## src/rtl/ccip_arb_pkg.sv

```systemverilog
// ccip_arb_pkg: shared mdata layout and arbiter state encoding for the CCI-P request arbiters.
package ccip_arb_pkg;
  localparam int ID_MSB  = 15;
  localparam int ID_LSB  = 12;
  localparam int ID_W    = ID_MSB - ID_LSB + 1;
  localparam int TAG_W   = 12;
  localparam int MAX_REQ = 16;
  typedef enum logic [1:0] {RUN, DRAIN, QUIESCED} t_arb_state;
endpackage

```

## src/rtl/rr_arbiter.sv

```systemverilog
// rr_arbiter: round-robin select of the first request at or after the pointer, pointer moves past the winner.
module rr_arbiter #(
  parameter  int N  = 4,
  localparam int PW = (N > 1) ? $clog2(N) : 1
) (
  input  logic          i_clk,
  input  logic          i_rst_n,
  input  logic          i_en,
  input  logic [N-1:0]  i_req,
  output logic [N-1:0]  o_grant,
  output logic [PW-1:0] o_idx
);
  logic [PW-1:0]  r_ptr;
  logic [2*N-1:0] w_dbl;
  logic [PW-1:0]  w_off;
  logic [PW:0]    w_sum;
  logic           w_found;
  // Rotating a doubled request vector turns the wrap-around search into a plain priority scan.
  always_comb begin
    w_dbl   = {i_req, i_req} >> r_ptr;
    w_off   = '0;
    w_found = 1'b0;
    for (int k = 0; k < N; k++) begin
      if (!w_found && w_dbl[k]) begin
        w_found = 1'b1;
        w_off   = PW'(k);
      end
    end
    w_sum   = {1'b0, r_ptr} + {1'b0, w_off};
    o_idx   = (w_sum >= (PW+1)'(N)) ? PW'(w_sum - (PW+1)'(N)) : PW'(w_sum);
    o_grant = (i_en && w_found) ? N'(1) << o_idx : '0;
  end
  always_ff @(posedge i_clk or negedge i_rst_n) begin
    if (!i_rst_n) r_ptr <= '0;
    else if (|o_grant) r_ptr <= (o_idx == PW'(N-1)) ? '0 : o_idx + PW'(1);
  end
endmodule

```

## src/rtl/ccip_c0_rd_arbiter.sv

```systemverilog
// ccip_c0_rd_arbiter: shares the CCI-P C0 read channel among requesters with credits,
// mdata-based response routing and a quiesce/drain handshake.
module ccip_c0_rd_arbiter
  import ccip_arb_pkg::*;
#(
  parameter int NUM_REQ         = 4,
  parameter int MAX_OUTSTANDING = 64,
  parameter int ADDR_W          = 42
) (
  input  logic                      i_afu_clk,
  input  logic                      i_afu_softreset_n,
  input  logic [NUM_REQ-1:0]        i_req_valid,
  input  logic [NUM_REQ*ADDR_W-1:0] i_req_addr,
  input  logic [NUM_REQ*12-1:0]     i_req_tag,
  output logic [NUM_REQ-1:0]        o_req_grant,
  input  logic                      i_c0_almfull,
  output logic                      o_c0_tx_valid,
  output logic [ADDR_W-1:0]         o_c0_tx_addr,
  output logic [15:0]               o_c0_tx_mdata,
  input  logic                      i_c0_rx_rdvalid,
  input  logic [15:0]               i_c0_rx_mdata,
  input  logic [511:0]              i_c0_rx_data,
  output logic [NUM_REQ-1:0]        o_rsp_valid,
  output logic [11:0]               o_rsp_tag,
  output logic [511:0]              o_rsp_data,
  input  logic                      i_quiesce,
  output logic                      o_quiesced,
  output logic [7:0]                o_outstanding,
  output logic                      o_err_bad_id
);
  localparam int PW = (NUM_REQ > 1) ? $clog2(NUM_REQ) : 1;
  t_arb_state        r_state;
  logic              w_elig;
  logic [PW-1:0]     w_idx;
  logic [ID_W-1:0]   w_rx_id;
  logic              w_id_ok;
  // The request registered for issue already holds a credit, so it counts against the limit.
  assign w_elig  = i_afu_softreset_n && r_state == RUN && !i_c0_almfull &&
                   ({1'b0, o_outstanding} + 9'(o_c0_tx_valid) < 9'(MAX_OUTSTANDING));
  assign w_rx_id = i_c0_rx_mdata[ID_MSB:ID_LSB];
  assign w_id_ok = {1'b0, w_rx_id} < (ID_W+1)'(NUM_REQ);
  rr_arbiter #(.N(NUM_REQ)) u_rr (
    .i_clk   (i_afu_clk),
    .i_rst_n (i_afu_softreset_n),
    .i_en    (w_elig),
    .i_req   (i_req_valid),
    .o_grant (o_req_grant),
    .o_idx   (w_idx)
  );
  always_ff @(posedge i_afu_clk or negedge i_afu_softreset_n) begin
    if (!i_afu_softreset_n) begin
      o_c0_tx_valid <= 1'b0;
      o_c0_tx_addr  <= '0;
      o_c0_tx_mdata <= '0;
      o_rsp_valid   <= '0;
      o_rsp_tag     <= '0;
      o_rsp_data    <= '0;
      o_outstanding <= '0;
      o_err_bad_id  <= 1'b0;
    end else begin
      o_c0_tx_valid <= |o_req_grant;
      if (|o_req_grant) begin
        o_c0_tx_addr  <= i_req_addr[w_idx*ADDR_W +: ADDR_W];
        o_c0_tx_mdata <= {ID_W'(w_idx), i_req_tag[w_idx*TAG_W +: TAG_W]};
      end
      o_rsp_valid <= (i_c0_rx_rdvalid && w_id_ok) ? NUM_REQ'(1) << w_rx_id : '0;
      if (i_c0_rx_rdvalid) begin
        o_rsp_tag  <= i_c0_rx_mdata[TAG_W-1:0];
        o_rsp_data <= i_c0_rx_data;
      end
      // A response with nothing in flight is unaccounted for: hold the count at zero and flag it.
      if (i_c0_rx_rdvalid && (!w_id_ok || (o_outstanding == '0 && !o_c0_tx_valid))) o_err_bad_id <= 1'b1;
      o_outstanding <= o_outstanding + 8'(o_c0_tx_valid)
                     - 8'(i_c0_rx_rdvalid && (o_outstanding != '0 || o_c0_tx_valid));
    end
  end
  always_ff @(posedge i_afu_clk or negedge i_afu_softreset_n) begin
    if (!i_afu_softreset_n) begin
      r_state    <= RUN;
      o_quiesced <= 1'b0;
    end else begin
      case (r_state)
        RUN:      if (i_quiesce) r_state <= DRAIN;
        DRAIN:    if (!i_quiesce) r_state <= RUN;
                  else if (o_outstanding == '0 && !o_c0_tx_valid) begin
                    r_state    <= QUIESCED;
                    o_quiesced <= 1'b1;
                  end
        QUIESCED: if (!i_quiesce) begin
                    r_state    <= RUN;
                    o_quiesced <= 1'b0;
                  end
        default:  r_state <= RUN;
      endcase
    end
  end
endmodule

```

## config.mk

```make
export PLATFORM = sky130hd
export DESIGN_NAME = ccip_c0_rd_arbiter
export DESIGN_NICKNAME = d
export VERILOG_FILES = /design/src/rtl/ccip_arb_pkg.sv /design/src/rtl/rr_arbiter.sv /design/src/rtl/ccip_c0_rd_arbiter.sv
export SDC_FILE = /design/constraint.sdc
export NUM_CORES = 1
export LEC_CHECK = 0
export ABC_AREA = 1
export BUFFER_PORTS_ARGS = -buffer_cell sky130_fd_sc_hd__buf_2
export CAP_MARGIN = 20
export CORE_AREA = 2 2 523 525
export DETAILED_ROUTE_END_ITERATION = 8
export DIE_AREA = 0 0 525 527
export GPL_TIMING_DRIVEN = 0
export PLACE_DENSITY_LB_ADDON = 0.1
export SYNTH_ARGS = -nofsm -noshare
export SYNTH_HDL_FRONTEND = slang
export SYNTH_SLANG_ARGS = --single-unit
```

## constraint.sdc

```tcl
create_clock -name i_afu_clk -period 3.4 [get_ports i_afu_clk]
set_input_delay 0.34 -clock i_afu_clk [delete_from_list [all_inputs] [get_ports i_afu_clk]]
set_output_delay 0.34 -clock i_afu_clk [all_outputs]
set_load 0.05 [all_outputs]
```

# Word level (Yosys, flattened, before mapping)
# Index checks and enable logic that the tools add are counted.
dict set report word_totals {
  regBits 599
  input_bits 753
  out_inout_bits 601
  elab_cells 81
}
dict set report op_classes {
  n_addsub 6
  mul 2
  n_lt_le_gt_ge 3
  n_eq_ne 8
  shifts 5
  n_mux 20
  n_reduce_logical 26
}
# cell n
set op_table {}
lappend op_table {{variable part select 168 x 9 -> 42 bit} 1}
lappend op_table {{variable part select 48 x 7 -> 12 bit} 1}
lappend op_table {{two-way mux 2 bit} 8}
lappend op_table {{logical AND 1 bit} 11}
lappend op_table {{adder 8 x 1 -> 9 bit} 1}
lappend op_table {{less-than comparator 9 x 7 -> 1 bit, second input constant} 1}
lappend op_table {{adder 8 x 1 -> 8 bit} 1}
lappend op_table {{zero test 8 bit} 1}
lappend op_table {{two-way mux 1 bit} 8}
lappend op_table {{two-way mux 4 bit} 2}
lappend op_table {{!= test 2 bit, second input constant} 4}
lappend op_table {{nonzero test 8 bit} 1}
lappend op_table {{>> shifter 8 x 2 -> 4 bit} 1}
lappend op_table {{subtractor 8 x 1 -> 8 bit} 1}
lappend op_table {{multiplier 2 x 5 -> 7 bit, second input constant} 1}
lappend op_table {{zero test 1 bit} 6}
lappend op_table {{one-hot mux 2 bit (3 select lines)} 1}
lappend op_table {{== test 2 bit, second input constant} 2}
lappend op_table {{less-than comparator 4 x 3 -> 1 bit, second input constant} 1}
lappend op_table {{multiplier 2 x 2 -> 4 bit, second input constant} 1}
lappend op_table {{AND reduction 4 bit} 1}
lappend op_table {{OR reduction 4 bit} 1}
lappend op_table {{<< shifter 1 x 2 -> 4 bit, first input constant} 1}
lappend op_table {{<< shifter 1 x 4 -> 4 bit, first input constant} 1}
lappend op_table {{11 further kinds} 12}

# Longest topological paths before layout
# Gate-level depths: netlist (run 1).
dict set report logic_depth {
  word_depth 17
  ltp_mapped 20
  ltp_nobuf 17
}

# Modules after synthesis
# A second synthesis (run 1) with hierarchy kept.
dict set report hier_totals {
  cells_unflattened 1952
  area_unflattened_um2 25019.0
}
# mod n_inst cells_per_inst area_per_inst_um2 seq_area_each_um2
set by_module_without_submodules {}
lappend by_module_without_submodules {ccip_c0_rd_arbiter 1 1886 24626.1 14939.3}
lappend by_module_without_submodules {rr_arbiter 1 66 392.9 50.0}

# Worst setup path after synthesis (run 1)
# OpenSTA, ideal clock, no wires.
dict set report synth_timing {
  path_kind {register to output}
  from {reg u_rr.r_ptr[1]}
  to {out o_req_grant[2]}
  t_arrival_ns 2.764
  required_ns 3.060
  path_slack_ns 0.296
  stages_incl_launch_ff 14
  cell_sequence {dfrtp_1 > buf_2 > inv_1 > nand3_1 > nand2_1 > nand3_1 > a21boi_0 > ha_1 > inv_1 > clkbuf_1 > clkbuf_1 > ha_1 > inv_1 > nor2_1}
}
dict set report synth_via {
  elab_chain_cells 16
}
# element line
set synth_lines {}
lappend synth_lines {{start: declaration} rr_arbiter.sv:13} ;# logic [PW-1:0] r_ptr;
lappend synth_lines {{start signal: assignment} rr_arbiter.sv:35} ;# else if (|o_grant) r_ptr <= (o_idx == PW'(N-1)) ? '0 : o_idx + PW'(1);
lappend synth_lines {{>> shifter 8 x 2 -> 4 bit} rr_arbiter.sv:20} ;# w_dbl = {i_req, i_req} >> r_ptr;
lappend synth_lines {{two-way mux 1 bit} rr_arbiter.sv:24} ;# if (!w_found && w_dbl[k]) begin
lappend synth_lines {{zero test 1 bit} rr_arbiter.sv:24}
lappend synth_lines {{logical AND 1 bit} rr_arbiter.sv:24}
lappend synth_lines {{two-way mux 1 bit} rr_arbiter.sv:24}
lappend synth_lines {{zero test 1 bit} rr_arbiter.sv:24}
lappend synth_lines {{logical AND 1 bit} rr_arbiter.sv:24}
lappend synth_lines {{two-way mux 1 bit} rr_arbiter.sv:24}
lappend synth_lines {{zero test 1 bit} rr_arbiter.sv:24}
lappend synth_lines {{logical AND 1 bit} rr_arbiter.sv:24}
lappend synth_lines {{two-way mux 2 bit} rr_arbiter.sv:24}
lappend synth_lines {{adder 2 x 2 -> 3 bit *} rr_arbiter.sv:29} ;# w_sum = {1'b0, r_ptr} + {1'b0, w_off};
lappend synth_lines {{greater-or-equal comparator 3 bit / subtractor 2 x 1 -> 2 bit (equally long branches)} rr_arbiter.sv:30} ;# o_idx = (w_sum >= (PW+1)'(N)) ? PW'(w_sum - (PW+1)'(N)) : PW'(w_sum);
lappend synth_lines {{two-way mux 2 bit *} rr_arbiter.sv:30}
lappend synth_lines {{named net u_rr.o_idx[0]} rr_arbiter.sv:11} ;# output logic [PW-1:0] o_idx
lappend synth_lines {{<< shifter 1 x 2 -> 4 bit *} rr_arbiter.sv:31} ;# o_grant = (i_en && w_found) ? N'(1) << o_idx : '0;
lappend synth_lines {{two-way mux 4 bit *} rr_arbiter.sv:31}
lappend synth_lines {{end: declaration} ccip_c0_rd_arbiter.sv:15} ;# output logic [NUM_REQ-1:0] o_req_grant,
# The timed path passes the listed nets; every way through them passes the cells marked *.

# Worst setup path in the final report (run 1)
dict set report layout_timing {
  from {reg u_rr.r_ptr[0]}
  to {out o_req_grant[2]}
}
# Same word-level chain as after synthesis.

==> summary.txt, run 1 <==
Status
  • Outcome: finished clean

Floorplan
  • Die W: 525 um
  • Ports: 1354
  • Initial Util: 9.192%
  • Die area: 276700 um^2
  • Rows: 192
  • Die Y: 527 um
  • Core Area: 271700 um^2

Global route
  • Vias in the first global route: 25880
  • First-pass GRT wire length: 243100 um
  • Largest net degree at the start of global routing: 95
  • GRT Overall Usage: 13.02%
  • Initial antenna violation count: 65
  • Remaining global-route overflow: 0

Power
  • Worst vdd ir: 0.0005727 V
  • Net switching power: 0.01577 W
  • Total power: 0.03398 W
  • Comb pwr share: 45.2%
  • Leakage: 21.55 nW
  • Sequential cell fraction of total power: 25.9%
  • Clk pwr share: 28.9%
  • Pwr/cell area: 736.8 nW/um^2
  • Switching Share: 46.41%
  • P_int: 0.01821 W

Place
  • Port bufs: 1350
  • HPWL Detailed: 153200 um
  • Routability cong.: 0.8658
  • Dpl cell area: 36480 um^2

Critical path
  • Required @ worst endpoint: 3060 ps
  • Reg2Reg Depth: 14
  • CP Max Fanout: 10
  • WP data arrival: 2830 ps
  • CP startpoint kind: register
  • Critical path class: reg -> out
  • CP Capture Type: output port

Detailed routing
  • Post-DRT Antenna Nets: 0
  • Routed wire length: 185400 um
  • Via/cell ratio: 3.094
  • Wire length per cell: 23.78 um
  • # DRC: 0
  • Router iterations before antenna repair: 5
  • Vias: 24130
  • First DRT Iteration DRCs: 790

Timing
  • Fmax: 315.0 MHz
  • Final setup fails: 0
  • RSZ-0062 raised after global routing: false
  • Worst Tran Pin Value: 997.3 ps
  • Slew Viols, Final: 0
  • Slew HR: 33.51%
  • Final worst-path cycle share: 93.36%
  • Period minus WS final: 3174 ps
  • Clock Skew: 50.17 ps
  • Final hold vios: 0

Logic synthesis
  • Cell Area, Synth: 24980 um^2
  • Synthesis Warnings: 0
  • Yosys cell types: 31
  • Cells after Synth: 2064
  • Register area share after synthesis: 60.02%
  • Number of synthesized register bits: 599
  • Mean area per synthesized cell: 12.10 um^2

Final layout
  • Area Growth Syn to Fin: 84.67%
  • Layout cells sized above 1: 51.11%
  • Commonest non-fill, non-tap cell in the layout: buf_2
  • Finished Cell Area: 46120 um^2
  • Final-stage net count: 4894
  • Most frequent cells in the layout: buf_2 (1365), dfrtp_1 (597), nand2_1 (577), dlygate4sd3_1 (574), mux2_2 (524)

Clocking
  • Clock-pin slew on the worst setup and hold paths: 60 ps
  • CTS tree: yes
  • CTS root buf: clkbuf_16
  • Max Root-Sink Buffers: 3
  • H-tree depth: 3
  • Number of buffers created by CTS: 91
  • Clk sinks: 599
  • Worst-skew pair later-pin latency: 700 ps

Worst hold path
  • Tightest Hold Check Type: in -> async

Run
  • Max cap viols: 0
==> final timing paths <==
check                              endpoint         startpoint  slack [ps]
setup / recovery             o_req_grant[2]      u_rr.r_ptr[0]         230
hold / removal              o_c0_tx_addr[1]  i_afu_softreset_n          60
setup reg to reg           o_c0_tx_addr[36]      u_rr.r_ptr[0]         250
hold reg to reg                o_err_bad_id       o_err_bad_id         460
max in group asynchronous   o_rsp_data[224]  i_afu_softreset_n        1570
min in group i_afu_clk     o_c0_tx_addr[12]     i_req_addr[54]          90
==> power groups by stage <==
stage	registers, W	clock network (W)	logic (W)
floorplan	0.0125	0	0.00494
global placement	0.00891	0	0.0145
detailed placement	0.00892	0	0.0145
CTS	0.00882	0.0103	0.0157
global route	0.00895	0.0106	0.0166
finish	0.00880	0.00983	0.0153
==> metal layers <==
metal,share of wire [%],GRT usage (%),vias to the layer above,wire (um)
li1,-,-,11070,-
met1,39,14.39,11790,71510
met2,49,22.78,1010,91220
met3,10,5.905,239,18760
met4,2.1,2.639,14,3839
met5,0.055,0,-,102
==> state kept, by name, summed over array words and instances (netlist names) <==
signal / cells
o_c0_tx_addr: 42
o_c0_tx_mdata: 14
o_c0_tx_valid: 1
o_err_bad_id: 1
o_outstanding: 8
o_quiesced: 1
o_rsp_data: 512
o_rsp_tag: 12
o_rsp_valid: 4
r_state: 2
u_rr.r_ptr: 2
==> repair_timing <==
| item | CTS | global route |
|---|---|---|
| hold buffers | 582 | 1 |
| endpoints found under the setup margin | 64 | 55 |
| endpoints found under the hold margin | 829 | 2 |
| gates resized for setup | 58 | 30 |
| cloned | 6 | 0 |
| pin swaps | 10 | 9 |
| setup buffers | 14 | 2 |
==> kinds of logic (layout without fill, tap and decap cells) <==
kind of cell               Yosys count  in the layout  share of synthesized area (%)
other                                1             21                        0.01501
xor gates and xnor gates             7              7                         0.2455
muxes                              524            524                          23.63
AOI/OAI and AO/OA                   13             13                         0.3457
and+or+nand+nor                    745            745                          11.99
buffers and inverters              154           2278                          2.675
DFF                                599            599                          60.02
adders and majority gates           21             21                          1.082
==> critical path, stage by stage (launching register included) <==
cell	delay [ps]
dfrtp_2	460
inv_4	120
nand2_2	70
nand3_1	90
nand2_2	80
a21boi_4	170
ha_4	260
clkinvlp_4	90
clkbuf_4	280
ha_4	190
inv_1	50
nor2_2	90
buf_6	170
==> synthesized netlist by cell type <==
library cell / instances / area, um^2
a21boi_0: 2 / 15.01
a21o_1: 1 / 7.510
a21oi_1: 6 / 30.03
a221oi_1: 1 / 8.760
buf_1: 1 / 3.750
buf_2: 21 / 105.1
buf_4: 9 / 67.56
buf_6: 4 / 45.04
clkbuf_1: 86 / 322.8
conb_1: 1 / 3.750
dfrtp_1: 599 / 14990
fa_1: 1 / 20.02
ha_1: 20 / 250.2
inv_1: 30 / 112.6
inv_2: 3 / 11.26
mux2_2: 524 / 5901
nand2_1: 588 / 2207
nand2_2: 2 / 12.51
nand2_4: 1 / 11.26
nand3_1: 128 / 640.6
nand3_2: 1 / 10.01
nand4_1: 4 / 25.02
nor2_1: 15 / 56.30
nor3_1: 4 / 20.02
nor4_1: 1 / 6.260
o211ai_2: 1 / 12.51
o21ai_0: 1 / 5.000
o31ai_1: 1 / 7.510
or2_2: 1 / 6.260
xnor2_1: 2 / 17.52
xor2_1: 5 / 43.79
==> through the flow <==
step | setup WS [ps] | hold slack (ps) | util, % | TNS [ps] | cells
after floorplan | 295.9 | 44.41 | - | 0 | 2065
after global placement | -14390 | 441.6 | 13.33 | -9283500 | 7004
after detailed placement | -1337 | 306.7 | 13.42 | -62970 | 7014
after CTS | -19.10 | 4.016 | 16.91 | -36.23 | 7776
after global routing | 14.93 | 10.43 | 16.96 | 0 | 7783
final | 225.7 | 56.38 | 16.97 | 0 | 7797
==> final cells by class <==
type                       count  area (um^2)
sequential                   599        14990
clock inverter                29        404.1
buffer                       118        589.3
clock buffer                 133         2635
fill                       30670       225600
multi-input combinational   1312         9520
timing repair buffer        1965        13310
tap                         3589         4491
antenna                       19        47.55
inverter                      33        132.6
(Power assumes the default switching activity.)
==> inputs of run 2 (changes only) <==
==> constraint.sdc (replaced) <==
create_clock -name i_afu_clk -period 3.4 [get_ports i_afu_clk]
set_input_delay 0.34 -clock i_afu_clk [delete_from_list [all_inputs] [get_ports i_afu_clk]]
set_output_delay 0.34 -clock i_afu_clk [all_outputs]
set_load 0.1 [all_outputs]
==> summary.txt, run 2 (synthesized netlist as in run 1, its figures left out) <==
Final layout
  • Largest register FFs: 512
  • Largest regs: o_rsp_data: 512 flops, o_c0_tx_addr: 42 flops, o_c0_tx_mdata: 14 flops
  • Finished Cell Area: 46840 um^2
  • Final-stage net count: 4972
  • Most flop-heavy register: o_rsp_data
  • Most frequent cells in the layout: buf_2 (1364), dlygate4sd3_1 (657), dfrtp_1 (597), nand2_1 (578), mux2_2 (524)
  • Area Growth Syn to Fin: 87.53%
  • # fillers: 30630
  • Commonest non-fill, non-tap cell in the layout: buf_2
  • Layout cells sized above 1: 50.14%
  • Fin cells: 7873

Power
  • Comb pwr share: 51.1%
  • P_int: 0.01932 W
  • Sequential cell fraction of total power: 22.7%
  • Worst vdd ir: 0.0005385 V
  • Switching Share: 50.29%
  • Net switching power: 0.01954 W
  • Pwr/cell area: 829.6 nW/um^2
  • Clk pwr share: 26.2%
  • Leakage: 21.85 nW

Place
  • HPWL Detailed: 153000 um
  • Routability cong.: 0.8655
  • Dpl cell area: 36480 um^2
  • Placed cell count: 7014
  • Port bufs: 1350

Timing
  • Period minus WS final: 3337 ps
  • Slew Viols, Final: 0
  • Fmax: 299.7 MHz
  • Slew HR: 35.77%
  • Hold_ws: 67.05 ps
  • RSZ-0062 raised after global routing: true
  • Final hold vios: 0
  • Final worst-path cycle share: 98.13%
  • Worst Tran Pin Value: 963.4 ps
  • Clock Skew: 41.22 ps
  • Final setup fails: 0
  • Post-route setup TNS: 0 ps

Floorplan
  • Rows: 192
  • Die W: 525 um
  • Initial Util: 9.192%
  • Ports: 1354
  • Core Area: 271700 um^2
  • Die Y: 527 um
  • Die area: 276700 um^2

Worst hold path
  • Tightest Hold Check Type: in -> reg
  • WHS Path Cells: 7
  • Hold path startpoint: i_req_addr[162]
  • Hold Crit Endpoint: o_c0_tx_addr[36]

Detailed routing
  • # DRC: 0
  • Post-DRT Antenna Nets: 0
  • Vias: 24460
  • Router iterations before antenna repair: 4
  • Metal2 WL: 88800 um
  • Via/cell ratio: 3.107
  • Routed wire length: 183700 um
  • Top sig layer: met5
  • Detail Route met3 WL: 18950 um
  • First DRT Iteration DRCs: 783
  • Wire length per cell: 23.33 um
  • M1 WL: 71530 um

Global route
  • First-pass GRT wire length: 241900 um
  • Remaining global-route overflow: 0
  • Largest net degree at the start of global routing: 92
  • Initial antenna violation count: 73
  • Vias in the first global route: 26350
  • GRT Overall Usage: 12.85%

Critical path
  • CP startpoint kind: register
  • Reg2reg end: o_c0_tx_mdata[10]
  • R2R setup slack: 90 ps
  • Worst path bufs/invs: 4
  • Slowest-stage cell, CP: dfrtp_2
  • CP max stage delay: 460 ps
  • CP Max Fanout: 6
  • Critical path class: reg -> out
  • Required @ worst endpoint: 3060 ps
  • Reg2Reg Depth: 18
  • Reg2reg start: u_rr.r_ptr[0]
  • WP data arrival: 3000 ps
  • Cells along the critical path: clkinv_4 -> nand2_4 -> nand3_2 -> nand2_2 -> nand3_2 -> a21boi_2 -> ha_4 -> xor2_4 -> nand2_2 -> buf_12 -> nand2_8 -> ha_4 -> inv_2 -> nor2_4 -> buf_12
  • CP Capture Type: output port
  • CP delay by family, top: simple AND/OR/NAND/NOR gates

Clocking
  • Number of buffers created by CTS: 94
  • CTS root buf: clkbuf_16
  • H-tree depth: 3
  • Max Root-Sink Buffers: 4
  • Clk sinks: 599
  • CTS tree: yes
  • Worst-skew pair later-pin latency: 790 ps
  • Clock-pin slew on the worst setup and hold paths: 60 ps

Status
  • Outcome: finished clean

Run
  • Max cap viols: 0
run 2: layer usage:
layer  up-vias  track usage [%]
li1      11210                -
met1     11980            14.41
met2      1005            22.14
met3       249            5.829
met4        12            2.810
met5         -                0
run 2: worst max-delay path by stage:
stage                      start                to  slack, ps  cells past startpoint
3_5_place_dp       u_rr.r_ptr[0]  o_c0_tx_mdata[1]      -1020                     17
2_1_floorplan   o_outstanding[2]    o_req_grant[0]       -350                     10
4_1_cts            u_rr.r_ptr[0]    o_req_grant[3]       -120                     16
6_report           u_rr.r_ptr[0]    o_req_grant[3]         60                     15
5_1_grt            u_rr.r_ptr[0]    o_req_grant[3]       -130                     15
3_3_place_gp   i_afu_softreset_n  o_c0_tx_addr[17]     -14220                      1
run 2: power by group through the flow:
stage               clock network (W)  registers, W  logic (W)
floorplan                           0        0.0163    0.00497
finish                         0.0102       0.00883     0.0199
global route                   0.0110       0.00898     0.0213
detailed placement                  0       0.00895     0.0182
CTS                            0.0107       0.00885     0.0203
global placement                    0       0.00895     0.0183
run 2: final cells by class:
type	instances	area (um^2)	share of cell area, %
sequential	599	14990	32.01
timing repair buffer	2040	13950	29.79
buffer	118	596.8	1.274
tap	3589	4491	9.588
inverter	33	132.6	0.2832
multi-input combinational	1312	9524	20.33
clock buffer	137	2746	5.864
antenna	22	55.05	0.1175
clock inverter	23	345.3	0.7373
run 2: worst register-to-register path, stage by stage (launching register included):
cell      delay [ps]
dfrtp_2          460
clkinv_4         120
nand2_4           90
nand3_2           60
nand2_2           90
nand3_2           60
a21boi_2         180
ha_4             180
xor2_4           160
inv_2             60
nand3_4          110
buf_12           120
nand2_8           70
ha_4             170
o211ai_2         490
buf_4            310
buf_2            290
nand3_1          120
nand2_1          110
run 2: stage by stage:
stage | total power, W | util [%] | setup slack [ps]
floorplan | 0.02129 | - | -354.3
global placement | 0.02727 | 13.33 | -14220
detailed placement | 0.02718 | 13.43 | -1018
CTS | 0.03984 | 17.17 | -122.2
global route | 0.04124 | 17.22 | -129.8
finish | 0.03885 | 17.24 | 63.41
run 2: repair_timing:
| action | 4_1_cts | 5_1_grt |
|---|---|---|
| resized for setup | 65 | 43 |
| endpoints found under the hold margin | 673 | 0 |
| hold buffers | 663 | 0 |
| buffers inserted | 11 | 3 |
| cloned | 2 | 0 |
| endpoints found under the setup margin | 64 | 60 |
| pin swaps | 10 | 11 |
